===== config.mk =====
export PLATFORM = sky130hd
export DESIGN_NAME = sim_run_controller
export DESIGN_NICKNAME = d
export VERILOG_FILES = /design/src/rtl/riscv_tb_pkg.sv /design/src/rtl/sat_counter.sv /design/src/rtl/sim_run_controller.sv
export SDC_FILE = /design/constraint.sdc
export NUM_CORES = 1
export LEC_CHECK = 0
export ABC_CLOCK_PERIOD_IN_PS = 2000
export BUFFER_PORTS_ARGS = -buffer_cell sky130_fd_sc_hd__buf_4
export CAP_MARGIN = 20
export CORE_AREA = 2 2 91 93
export CTS_CLUSTER_SIZE = 28
export DETAILED_ROUTE_END_ITERATION = 16
export DIE_AREA = 0 0 93 95
export HOLD_SLACK_MARGIN = 0.1
export PLACE_DENSITY = 0.73
export RECOVER_POWER = 50
export SYNTH_ARGS = -nofsm -noshare
export SYNTH_HDL_FRONTEND = slang
export SYNTH_SLANG_ARGS = --single-unit

===== constraint.sdc =====
create_clock -name clk -period 2 [get_ports clk]
set_clock_uncertainty 0.1 [all_clocks]
set_input_delay 0.4 -clock clk [delete_from_list [all_inputs] [get_ports clk]]
set_output_delay 0.4 -clock clk [all_outputs]
set_load 0.02 [all_outputs]

===== src/rtl/riscv_tb_pkg.sv =====
// Shared run-controller types: FSM state encoding and the default
// tohost mailbox address.
package riscv_tb_pkg;

    typedef enum logic [2:0] {
        ST_RESET,
        ST_RUN,
        ST_PASS,
        ST_FAIL,
        ST_TIMEOUT
    } run_state_e;

    localparam logic [31:0] TOHOST_ADDR_DEF = 32'h0000_1000;

    function automatic logic is_terminal(input run_state_e s);
        return (s == ST_PASS) || (s == ST_FAIL) || (s == ST_TIMEOUT);
    endfunction

endpackage


===== src/rtl/sat_counter.sv =====
// Up-counter that sticks at all-ones; synchronous active-high clear.
// Used for the run-cycle and retired-instruction counters.
module sat_counter
    import riscv_tb_pkg::*;
#(
    parameter int unsigned W = 32
) (
    input  logic         clk,
    input  logic         rst,
    input  logic         en,
    output logic [W-1:0] cnt
);

    logic [W-1:0] cnt_q;
    logic [W-1:0] cnt_d;

    // Advance when enabled unless already saturated.
    always_comb begin
        cnt_d = cnt_q;
        if (en && (cnt_q != {W{1'b1}})) begin
            cnt_d = cnt_q + 1'b1;
        end
    end

    // Counter register.
    always_ff @(posedge clk) begin
        if (rst) begin
            cnt_q <= '0;
        end else begin
            cnt_q <= cnt_d;
        end
    end

    assign cnt = cnt_q;

endmodule


===== src/rtl/sim_run_controller.sv =====
// Sequences core reset, watches the tohost mailbox and a watchdog.
// Define RUN_CTRL_INSTRET_EN to add the retired-instruction counter.
module sim_run_controller
    import riscv_tb_pkg::*;
#(
    parameter int unsigned XLEN        = 32,
    parameter int unsigned RST_CYCLES  = 4,
    parameter int unsigned MAX_CYCLES  = 1000,
    parameter int unsigned CNT_W       = 32,
    parameter logic [XLEN-1:0] TOHOST_ADDR = XLEN'(TOHOST_ADDR_DEF)
) (
    input  logic             clk,
    input  logic             rst,
    input  logic             st_valid,
    input  logic [XLEN-1:0]  st_addr,
    input  logic [XLEN-1:0]  st_data,
    input  logic             retire_valid,
    output logic             core_rst,
    output logic             core_en,
    output logic             done,
    output logic             pass,
    output logic             timeout,
    output logic [XLEN-2:0]  fail_code,
    output logic [CNT_W-1:0] cycle_cnt
`ifdef RUN_CTRL_INSTRET_EN
    ,
    output logic [CNT_W-1:0] instret
`endif
);

    localparam int unsigned RW =
        ($clog2(RST_CYCLES + 1) > 0) ? $clog2(RST_CYCLES + 1) : 1;

    run_state_e state_q, state_d;
    logic [RW-1:0]   rst_cnt_q, rst_cnt_d;
    logic [XLEN-2:0] fail_code_q, fail_code_d;
    logic core_rst_q, core_en_q, done_q, pass_q, timeout_q;
    logic mbox;
    logic wd_hit;
    logic in_run;

    assign in_run = (state_q == ST_RUN);
    assign mbox   = in_run && st_valid && (st_addr == TOHOST_ADDR);
    assign wd_hit = (64'(cycle_cnt) == 64'(MAX_CYCLES - 1));

    // Next state, reset-hold counter and captured failure code.
    always_comb begin
        state_d     = state_q;
        rst_cnt_d   = rst_cnt_q;
        fail_code_d = fail_code_q;
        unique case (state_q)
            ST_RESET: begin
                rst_cnt_d = rst_cnt_q + 1'b1;
                if ((RST_CYCLES <= 1) ||
                    (32'(rst_cnt_q) == RST_CYCLES - 1)) begin
                    state_d = ST_RUN;
                end
            end
            ST_RUN: begin
                if (mbox && (st_data == XLEN'(1))) begin
                    state_d = ST_PASS;
                end else if (mbox && st_data[0]) begin
                    state_d     = ST_FAIL;
                    fail_code_d = st_data[XLEN-1:1];
                end else if (wd_hit) begin
                    state_d = ST_TIMEOUT;
                end
            end
            default: begin
                state_d = state_q;
            end
        endcase
    end

    // State and outputs registered from the next state.
    always_ff @(posedge clk) begin
        if (rst) begin
            state_q     <= ST_RESET;
            rst_cnt_q   <= '0;
            fail_code_q <= '0;
            core_rst_q  <= 1'b1;
            core_en_q   <= 1'b0;
            done_q      <= 1'b0;
            pass_q      <= 1'b0;
            timeout_q   <= 1'b0;
        end else begin
            state_q     <= state_d;
            rst_cnt_q   <= rst_cnt_d;
            fail_code_q <= fail_code_d;
            core_rst_q  <= (state_d == ST_RESET);
            core_en_q   <= (state_d == ST_RUN);
            done_q      <= is_terminal(state_d);
            pass_q      <= (state_d == ST_PASS);
            timeout_q   <= (state_d == ST_TIMEOUT);
        end
    end

    sat_counter #(.W(CNT_W)) u_cycle_cnt (
        .clk (clk),
        .rst (rst),
        .en  (in_run),
        .cnt (cycle_cnt)
    );

`ifdef RUN_CTRL_INSTRET_EN
    sat_counter #(.W(CNT_W)) u_instret (
        .clk (clk),
        .rst (rst),
        .en  (in_run && retire_valid),
        .cnt (instret)
    );
`else
    logic unused_retire;
    assign unused_retire = retire_valid;
`endif

    assign core_rst  = core_rst_q;
    assign core_en   = core_en_q;
    assign done      = done_q;
    assign pass      = pass_q;
    assign timeout   = timeout_q;
    assign fail_code = fail_code_q;

endmodule


==> reports/metrics.cfg, run 1 <==
[logic_synthesis]
synth_edf_count = 0
syn_area_sq_um = 3280
ys_ff_latch = 74
avgSynthCellArea_sq_um = 9.27
async_flop_share = 0
yosysUniqueCellTypes = 42
ys_top_cells_by_area = dfxtp_1 45%, mux2i_1 10%, nor2_1 8.0%
synth_top_area_share = 0.452
syn_inst = 354
synth_top_cell_by_area = dfxtp_1
synth_warnings = 0
ys.flop_type = dfxtp_1
ys_seq_area_frac = 0.452
syn_nets = 425

[worst_setup_path]
crit_path_start_kind = flip-flop
path_class = flip-flop to flip-flop
r2r_end = u_cycle_cnt.cnt[9]
worstPathRequired_ns = 2.14
r2r_cells = 8
cp_slowest_stage_delay_ns = 0.48
cp_max_fo = 6
endpoint_kind = flip-flop
path_cells = ha_4 -> and3_4 -> and3_4 -> or4b_4 -> buf_6 -> nand4_1 -> xor2_1 -> nor2_1
crit_top_cell = and3_4
r2r_start = u_cycle_cnt.cnt[0]
critPathArrivalTime_ns = 2.17
slowest_stage = or4b_4
rrSetupSlack_ns = -0.03

[floorplanning]
rows = 33
coreArea_sq_um = 7930
start_util = 0.414
die_y_microns = 95
ioPinCount = 136
fp.dieW_microns = 93
die_area_sq_um = 8840

[detailed_routing]
remaining_drc_errors = 0
drt_iter0_markers = 158
routed_via_density = 5.12
antenna_left = 0
drt_pre_antenna_iters = 4
via_count = 3335
wire_per_inst_microns = 14.3
wirelength_microns = 9330

[finish]
multiInputGateArea_sq_um = 1780
fin_util = 0.627
antennaDiodeCount = 0
ff_latch_area_sq_um = 1510
drive_above_1_share = 0.386
final_common_cell = buf_4
nNetsFinal = 613
num-fill-cells = 726
area_growth_pct = 51.5
stdcell_count = 652
final_cell_mix = 154 x buf_4, 70 x nor2_1, 61 x dfxtp_1, 35 x clkbuf_1, 33 x mux2i_1

[worst_hold_path]
min_path_cells = 3
hp-class = input port to flip-flop
hold_end = fail_code[20]
worstHoldStart = st_data[21]

[status]
status = finished, violations left
violations = setup timing

[clocking]
cts.clk_slew.worst_paths_ns = 0.08
numCtsBuffers = 9
htree_num_levels = 3
cts_buffer_depth = 2
numClockSinks = 74
tritoncts = built
cts_root_buffer = clkbuf_8
clk_latency_ns = 0.35

[sta]
hold_viol = 0
tns_ns = -0.107
max_freq_mhz = 493
slew_headroom = 0.637
fin_ws_ns = -0.0280
setup_viol = 8
period_minus_slack_ns = 2.03
rsz0062_at_grt = yes
drv_slew = 0
fin_crit_sh = 1.01
worstMarginPinSlew_ns = 0.540

[global_routing]
antenna_found_initial = 0
grt_usage = 0.215
overflow = 0
grt_max_degree = 54
grt_pass1_wl_microns = 15000
grt_pass1_vias = 3216

[power]
power_density_nw_per_um2 = 567
p_leak_nw = 2.31
irDropWorstVdd_mv = 0.353

[place]
numPortBuffers = 134
gp_congestion = 0.851
place_hpwl_microns = 6950
post-place-cells = 631

[run]
cap_violations = 0

what timing repair did:
| item | CTS | global route |
|---|---|---|
| hold buffers | 0 | 0 |
| gates resized for setup | 6 | 24 |
| pin swaps | 3 | 20 |
| endpoints found under the setup margin | 18 | 40 |
| cloned | 0 | 1 |
| setup buffers | 0 | 4 |
worst max-delay path by stage:
stage | start | to | slack [ns]
6_report | u_cycle_cnt.cnt[0] | u_cycle_cnt.cnt[9] | -0.03
5_1_grt | u_cycle_cnt.cnt[12] | u_cycle_cnt.cnt[22] | -0.12
2_1_floorplan | u_cycle_cnt.cnt[0] | u_cycle_cnt.cnt[22] | -0.18
4_1_cts | u_cycle_cnt.cnt[0] | u_cycle_cnt.cnt[28] | -0.02
3_3_place_gp | st_addr[19] | core_rst | -0.12
3_5_place_dp | st_data[4] | fail_code[22] | -0.19
worst max-delay path: cells and delay by family, from the launching register on:
kind | cells | cell delay, ns
and+or+nand+nor | 5 | 1.02
buffers and inverters | 1 | 0.16
DFF | 1 | 0.36
adders and majority gates | 1 | 0.13
xor gates and xnor gates | 1 | 0.16
per-layer routing:
layer / vias up / wire length [microns] / share of wire / global-route usage
met4: 0 / 295 / 0.032 / 0.119
met1: 1557 / 3870 / 0.41 / 0.259
met2: 111 / 4620 / 0.49 / 0.360
met3: 23 / 550 / 0.059 / 0.0455
li1: 1644 / - / - / -
met5: - / 0 / 0 / 0
cell type report:
class,instances,share of cell area
tap,105,0.0264
timing repair buffer,194,0.275
clock inverter,5,0.00604
multi-input combinational,259,0.358
sequential,74,0.303
inverter,4,0.00302
clock buffer,11,0.0284
cells in the mapped netlist, types with 2 or more instances:
library cell / number
a21oi_1: 2
and2_1: 3
and3_1: 9
and4_1: 5
buf_2: 2
buf_6: 4
clkbuf_1: 9
dfxtp_1: 74
ha_1: 3
inv_1: 4
mux2i_1: 33
nand2_1: 9
nand3_1: 14
nand4_1: 20
nor2_1: 70
nor3_1: 18
nor4_1: 18
nor4_2: 2
nor4b_1: 3
xnor2_1: 13
xor2_1: 18
per-stage QoR:
stage          worst slack (ns)  total power [mW]  hold slack [ns]  instance area (sq um)
2_1_floorplan            -0.179              1.65            0.365                   3320
3_3_place_gp             -0.119              1.81            0.378                   4790
3_5_place_dp             -0.192              1.82            0.387                   4790
4_1_cts                 -0.0230              2.86            0.180                   4990
5_1_grt                  -0.125              2.97            0.185                   4970
6_report                -0.0280              2.82            0.193                   4970
where the power goes:
group          total (mW)  internal, mW  switching [mW]
registers            1.51          1.49          0.0127
logic               0.281         0.153           0.128
clock network        1.03         0.478           0.554
flip-flops by register name, summed over array words and instances (netlist names):
register	count
core_en	1
rst_cnt_q	3
timeout	1
state_q	3
pass	1
done	1
core_rst	1
u_cycle_cnt.cnt	32
fail_code	31
logic make-up after synthesis:
family / count (synthesis) / synth area share
AOI/OAI and AO/OA: 11 / 0.0233
xor gates and xnor gates: 31 / 0.0828
adders and majority gates: 3 / 0.0114
buffers and inverters: 21 / 0.0343
DFF: 74 / 0.452
muxes: 33 / 0.101
and+or+nand+nor: 181 / 0.296
Note: power is estimated with default switching activity, not from simulation.
==> run 2, diff against run 1 <==
Settings changed: ABC_AREA from default to 1, CORE_AREA 2 2 91 93 to 2 2 98 100, DIE_AREA 0 0 93 95 to 0 0 100 102, PLACE_DENSITY 0.73 to 0.75.
==> reports/metrics.cfg, run 2 <==
[global_routing]
antenna_found_initial = 0
grt_usage = 0.221
grt_max_degree = 41
overflow = 0
grt_pass1_vias = 4116
grt_pass1_wl_microns = 18300

[sta]
period_minus_slack_ns = 1.90
slew_headroom = 0.666
worstMarginPinSlew_ns = 0.502
setup_viol = 0
max_freq_mhz = 527
hold_viol = 0
drv_slew = 0
fin_crit_sh = 0.949

[worst_setup_path]
crit_path_start_kind = flip-flop
crit_top_cell = inv_2
cp_slowest_stage_delay_ns = 0.33
path_class = flip-flop to flip-flop
endpoint_kind = flip-flop
path_buf_inv = 3
rrSetupSlack_ns = 0.10
worstPathRequired_ns = 2.12
cp_max_fo = 12
path_cells = ha_1 -> inv_2 -> nor3_4 -> nand2_2 -> nor2_4 -> a21oi_2 -> inv_2 -> buf_6 -> nor3_1 -> nor3b_2
slowest_stage = dfxtp_2
critPathArrivalTime_ns = 2.02
crit_family = simple AND/OR/NAND/NOR gates

[logic_synthesis]
synth_top_area_share = 0.359
synth_warnings = 0
async_flop_share = 0
synth.most_common_cell = nor2_1
ys_ff_latch = 74
ys.flop_type = dfxtp_1
syn_area_sq_um = 4120
syn_nets = 664
syn_inst = 593
avgSynthCellArea_sq_um = 6.95
ys_top_cells_by_area = dfxtp_1 36%, nor2_1 13%, nand2_1 12%
yosysUniqueCellTypes = 31
synth_edf_count = 0
synth_top_cell_by_area = dfxtp_1
synthTopCellsByCount = 138 x nor2_1, 128 x nand2_1, 74 x dfxtp_1
ys_seq_area_frac = 0.359

[run]
cap_violations = 0

[detailed_routing]
drt_pre_antenna_iters = 4
drt_iter0_markers = 190
wirelength_microns = 11400
routed_via_density = 5.08
remaining_drc_errors = 0
antenna_left = 0
wire_per_inst_microns = 13.3
via_count = 4365

[clocking]
cts.clk_slew.worst_paths_ns = 0.08
clk_latency_ns = 0.34
numCtsBuffers = 9
tritoncts = built
ctsHoldBuffers = 0
cts_root_buffer = clkbuf_8
numClockSinks = 74
htree_num_levels = 3
cts_buffer_depth = 2

[floorplanning]
rows = 35
coreArea_sq_um = 9110
die_area_sq_um = 10200
ioPinCount = 136
start_util = 0.453
fp.dieW_microns = 100
die_y_microns = 102

[place]
place_hpwl_microns = 8890
numPortBuffers = 134
gp_congestion = 0.896
post_dp_cell_area_sq_um = 5340

[finish]
design_area_sq_um = 5350
area_growth_pct = 29.8
drive_above_1_share = 0.224
multiInputGateArea_sq_um = 2220
nNetsFinal = 815
fin_util = 0.588
largest_reg_flops = 32
ff_latch_area_sq_um = 1480
antennaDiodeCount = 0
final_common_cell = nor2_1
final_cell_mix = 138 x nor2_1, 128 x nand2_1, 95 x buf_4, 72 x dfxtp_1, 69 x inv_1
num-fill-cells = 913

[power]
irDropWorstVdd_mv = 0.470
p_leak_nw = 2.17
power_density_nw_per_um2 = 565

[status]
status = finished, final reports clean

[worst_hold_path]
hp-class = input port to flip-flop

[run 2: changes by cell type after synthesis, sizes merged, moves of 6 or more]
cell / delta
a211oi: +30
a21oi: +26
and3: -6
and4: -6
buf: +7
inv: +70
mux2i: -33
nand2: +121
nor2: +74
nor4: -17
o21ai: +11
xnor2: -7
xor2: -8
[run 2: tightest hold or removal path: cells and delay by family]
kind,cells,cell delay [ns]
and+or+nand+nor,1,0.04
AOI/OAI and AO/OA,1,0.12
buffers and inverters,1,0.08
[run 2: area by class of cell]
| cell class | instances | share of cell area |
|---|---|---|
| timing repair buffer | 160 | 0.189 |
| clock inverter | 6 | 0.0168 |
| inverter | 74 | 0.0519 |
| tap | 111 | 0.0259 |
| clock buffer | 10 | 0.0238 |
| sequential | 74 | 0.277 |
| multi-input combinational | 425 | 0.415 |
[run 2: where the power goes]
part           switching [mW]  internal [mW]  total [mW]
sequential            0.00542           1.48        1.49
clock                   0.577          0.708        1.28
combinational           0.127          0.125       0.252
[run 2: path summary, 6_finish.rpt]
| path | end | depth (start not counted) | from |
|---|---|---|---|
| setup reg to reg | u_cycle_cnt.cnt[5] | 10 | u_cycle_cnt.cnt[0] |
| hold reg to reg | fail_code[19] | 2 | fail_code[19] |
| hold / removal | fail_code[9] | 3 | st_data[10] |
| setup / recovery | u_cycle_cnt.cnt[5] | 10 | u_cycle_cnt.cnt[0] |
[run 2: repair_timing]
item,in CTS,in global routing
gates resized for setup,0,6
setup buffers,0,1
setup endpoints to repair,0,12
[run 2: logic make-up after synthesis]
| logic type | count (synthesis) | synth area share |
|---|---|---|
| AO/OA/AOI/OAI | 75 | 0.150 |
| XOR/XNOR | 16 | 0.0340 |
| adder cells (fa/ha/maj) | 3 | 0.00910 |
| buffers and inverters | 94 | 0.102 |
| flip-flops | 74 | 0.359 |
| AND/OR/NAND/NOR | 331 | 0.346 |
[run 2: layer usage]
metal / GRT usage / wire [microns] / share of wire / vias up
li1: - / - / - / 2192
met4: 0.0832 / 241 / 0.021 / 0
met1: 0.253 / 4730 / 0.41 / 1978
met5: 0 / 0 / 0 / -
met3: 0.0404 / 856 / 0.075 / 23
met2: 0.412 / 5600 / 0.49 / 172
[run 2: metrics by stage]
step / TNS [ns] / total power [mW] / setup WS (ns) / hold WS (ns) / std cells
floorplan: 0 / 1.63 / 0.133 / 0.343 / 593
global placement: 0 / 1.77 / 0.141 / 0.353 / 843
detailed placement: 0 / 1.77 / 0.0699 / 0.359 / 843
CTS: 0 / 3.05 / 0.0635 / 0.231 / 859
global route: -0.0252 / 3.14 / -0.0211 / 0.242 / 860
finish: 0 / 3.03 / 0.101 / 0.242 / 860
==> run 3, diff against run 2 <==
Settings changed: CORE_AREA 2 2 98 100 to 2 2 99 101, DIE_AREA 0 0 100 102 to 0 0 101 103, PLACE_DENSITY 0.75 to 0.73.
==> reports/metrics.cfg, run 3 (synthesis results as in run 2) <==
[global_routing]
grt_max_degree = 53
overflow = 0
antenna_found_initial = 0
grt_usage = 0.222
grt_pass1_wl_microns = 18500
grt_pass1_vias = 4096

[worst_setup_path]
cp_max_fo = 6
worstPathRequired_ns = 2.15
crit_family = simple AND/OR/NAND/NOR gates
slowest_stage = dfxtp_1
cp_slowest_stage_delay_ns = 0.46
crit_path_start_kind = flip-flop
path_buf_inv = 1
critPathArrivalTime_ns = 1.99
endpoint_kind = flip-flop
path_cells = nand2_1 -> inv_2 -> nand4_1 -> nor2_2 -> nand2_1 -> nor2_2 -> nand2_4 -> nor2_2 -> nand2_1 -> nand2_1 -> nor2_1
path_class = flip-flop to flip-flop
crit_top_cell = nand2_1

[floorplanning]
fp.dieW_microns = 101
die_area_sq_um = 10400
start_util = 0.436
coreArea_sq_um = 9460
die_y_microns = 103
ioPinCount = 136
rows = 36

[clocking]
cts_buffer_depth = 2
cts.clk_slew.worst_paths_ns = 0.08
numClockSinks = 74
htree_num_levels = 3
numCtsBuffers = 9
cts_root_buffer = clkbuf_8
clk_latency_ns = 0.35
tritoncts = built

[detailed_routing]
remaining_drc_errors = 0
wire_per_inst_microns = 13.1
top_layer = met4
wl_met2_microns = 5540
routed_via_density = 4.97
drt_pre_antenna_iters = 4
wl_met1_microns = 4830
antenna_left = 0
wl_met3_microns = 666
wirelength_microns = 11300
via_count = 4319
drt_iter0_markers = 232

[finish]
largest_reg_flops = 32
antennaDiodeCount = 0
final_common_cell = nor2_1
nNetsFinal = 822
final_cell_mix = 135 x nor2_1, 127 x nand2_1, 107 x buf_4, 71 x dfxtp_1, 70 x inv_1
area_growth_pct = 33.2
drive_above_1_share = 0.248

[sta]
slew_headroom = 0.756
worstMarginPinSlew_ns = 0.366
tns_ns = 0
period_minus_slack_ns = 1.84
drv_slew = 0
hold_viol = 0
setup_viol = 0
rsz0062_at_grt = no
fin_ws_ns = 0.160
max_freq_mhz = 544
fin_crit_sh = 0.920

[power]
irDropWorstVdd_mv = 0.450
p_leak_nw = 2.24
power_density_nw_per_um2 = 573

[run]
cap_violations = 0

[worst_hold_path]
hp-class = input port to flip-flop

[place]
gp_congestion = 0.939
place_hpwl_microns = 8680
numPortBuffers = 134
dp_slack_ns = 0.0678

[status]
status = finished, final reports clean

==> run 3: cell count changes in the layout (fill, tap and decap cells not counted), moves of 2 or more <==
cell / change
nor3_2: +2
nor2_1: -3
buf_4: +12
nor3_1: -2
clkbuf_1: -6
nor2_2: +3
inv_2: -2
clkinv_4: +2
==> run 3: worst paths after layout <==
| path | slack (ns) | startpoint | cells after the start | end |
|---|---|---|---|---|
| max | 0.16 | u_cycle_cnt.cnt[4] | 11 | u_cycle_cnt.cnt[26] |
| min | 0.23 | st_data[30] | 3 | fail_code[29] |
| max reg2reg | 0.16 | u_cycle_cnt.cnt[4] | 11 | u_cycle_cnt.cnt[26] |
| min reg2reg | 0.37 | fail_code[19] | 2 | fail_code[19] |
==> run 3: timing repair <==
| item | 4_1_cts | 5_1_grt |
|---|---|---|
| gates resized for setup | 0 | 16 |
| endpoints found under the setup margin | 0 | 30 |
| hold buffers | 0 | 0 |
| buffers inserted | 0 | 1 |
==> run 3: worst min-delay path, stage by stage <==
cell      delay, ns
buf_4          0.08
nor2_1         0.04
a211oi_2       0.12
==> run 3: final cells by class <==
type / count / area [sq um]
clock buffer: 9 / 124
timing repair buffer: 167 / 1090
fill: 945 / 3970
multi-input combinational: 425 / 2250
clock inverter: 6 / 116
sequential: 74 / 1490
inverter: 74 / 280
tap: 114 / 143
==> run 3: per-stage QoR <==
| stage | std cells | power [mW] | utilization | hold slack, ns | area, sq um |
|---|---|---|---|---|---|
| floorplan | 593 | 1.63 | - | 0.343 | 4120 |
| global placement | 853 | 1.77 | 0.572 | 0.354 | 5410 |
| detailed placement | 853 | 1.77 | 0.572 | 0.357 | 5410 |
| CTS | 868 | 3.18 | 0.597 | 0.219 | 5650 |
| global route | 869 | 3.27 | 0.581 | 0.227 | 5490 |
| finish | 869 | 3.15 | 0.581 | 0.233 | 5490 |
==> run 3: where the power goes <==
part / switching, mW / total, mW / internal (mW)
sequential: 0.00578 / 1.49 / 1.48
clock: 0.581 / 1.41 / 0.828
combinational: 0.125 / 0.250 / 0.125
==> run 3: routing by layer <==
metal  vias to the layer above  track usage
met5                         -            0
met4                         0       0.0873
met3                        28       0.0393
met2                       132        0.397
met1                      1954        0.265
li1                       2205            -
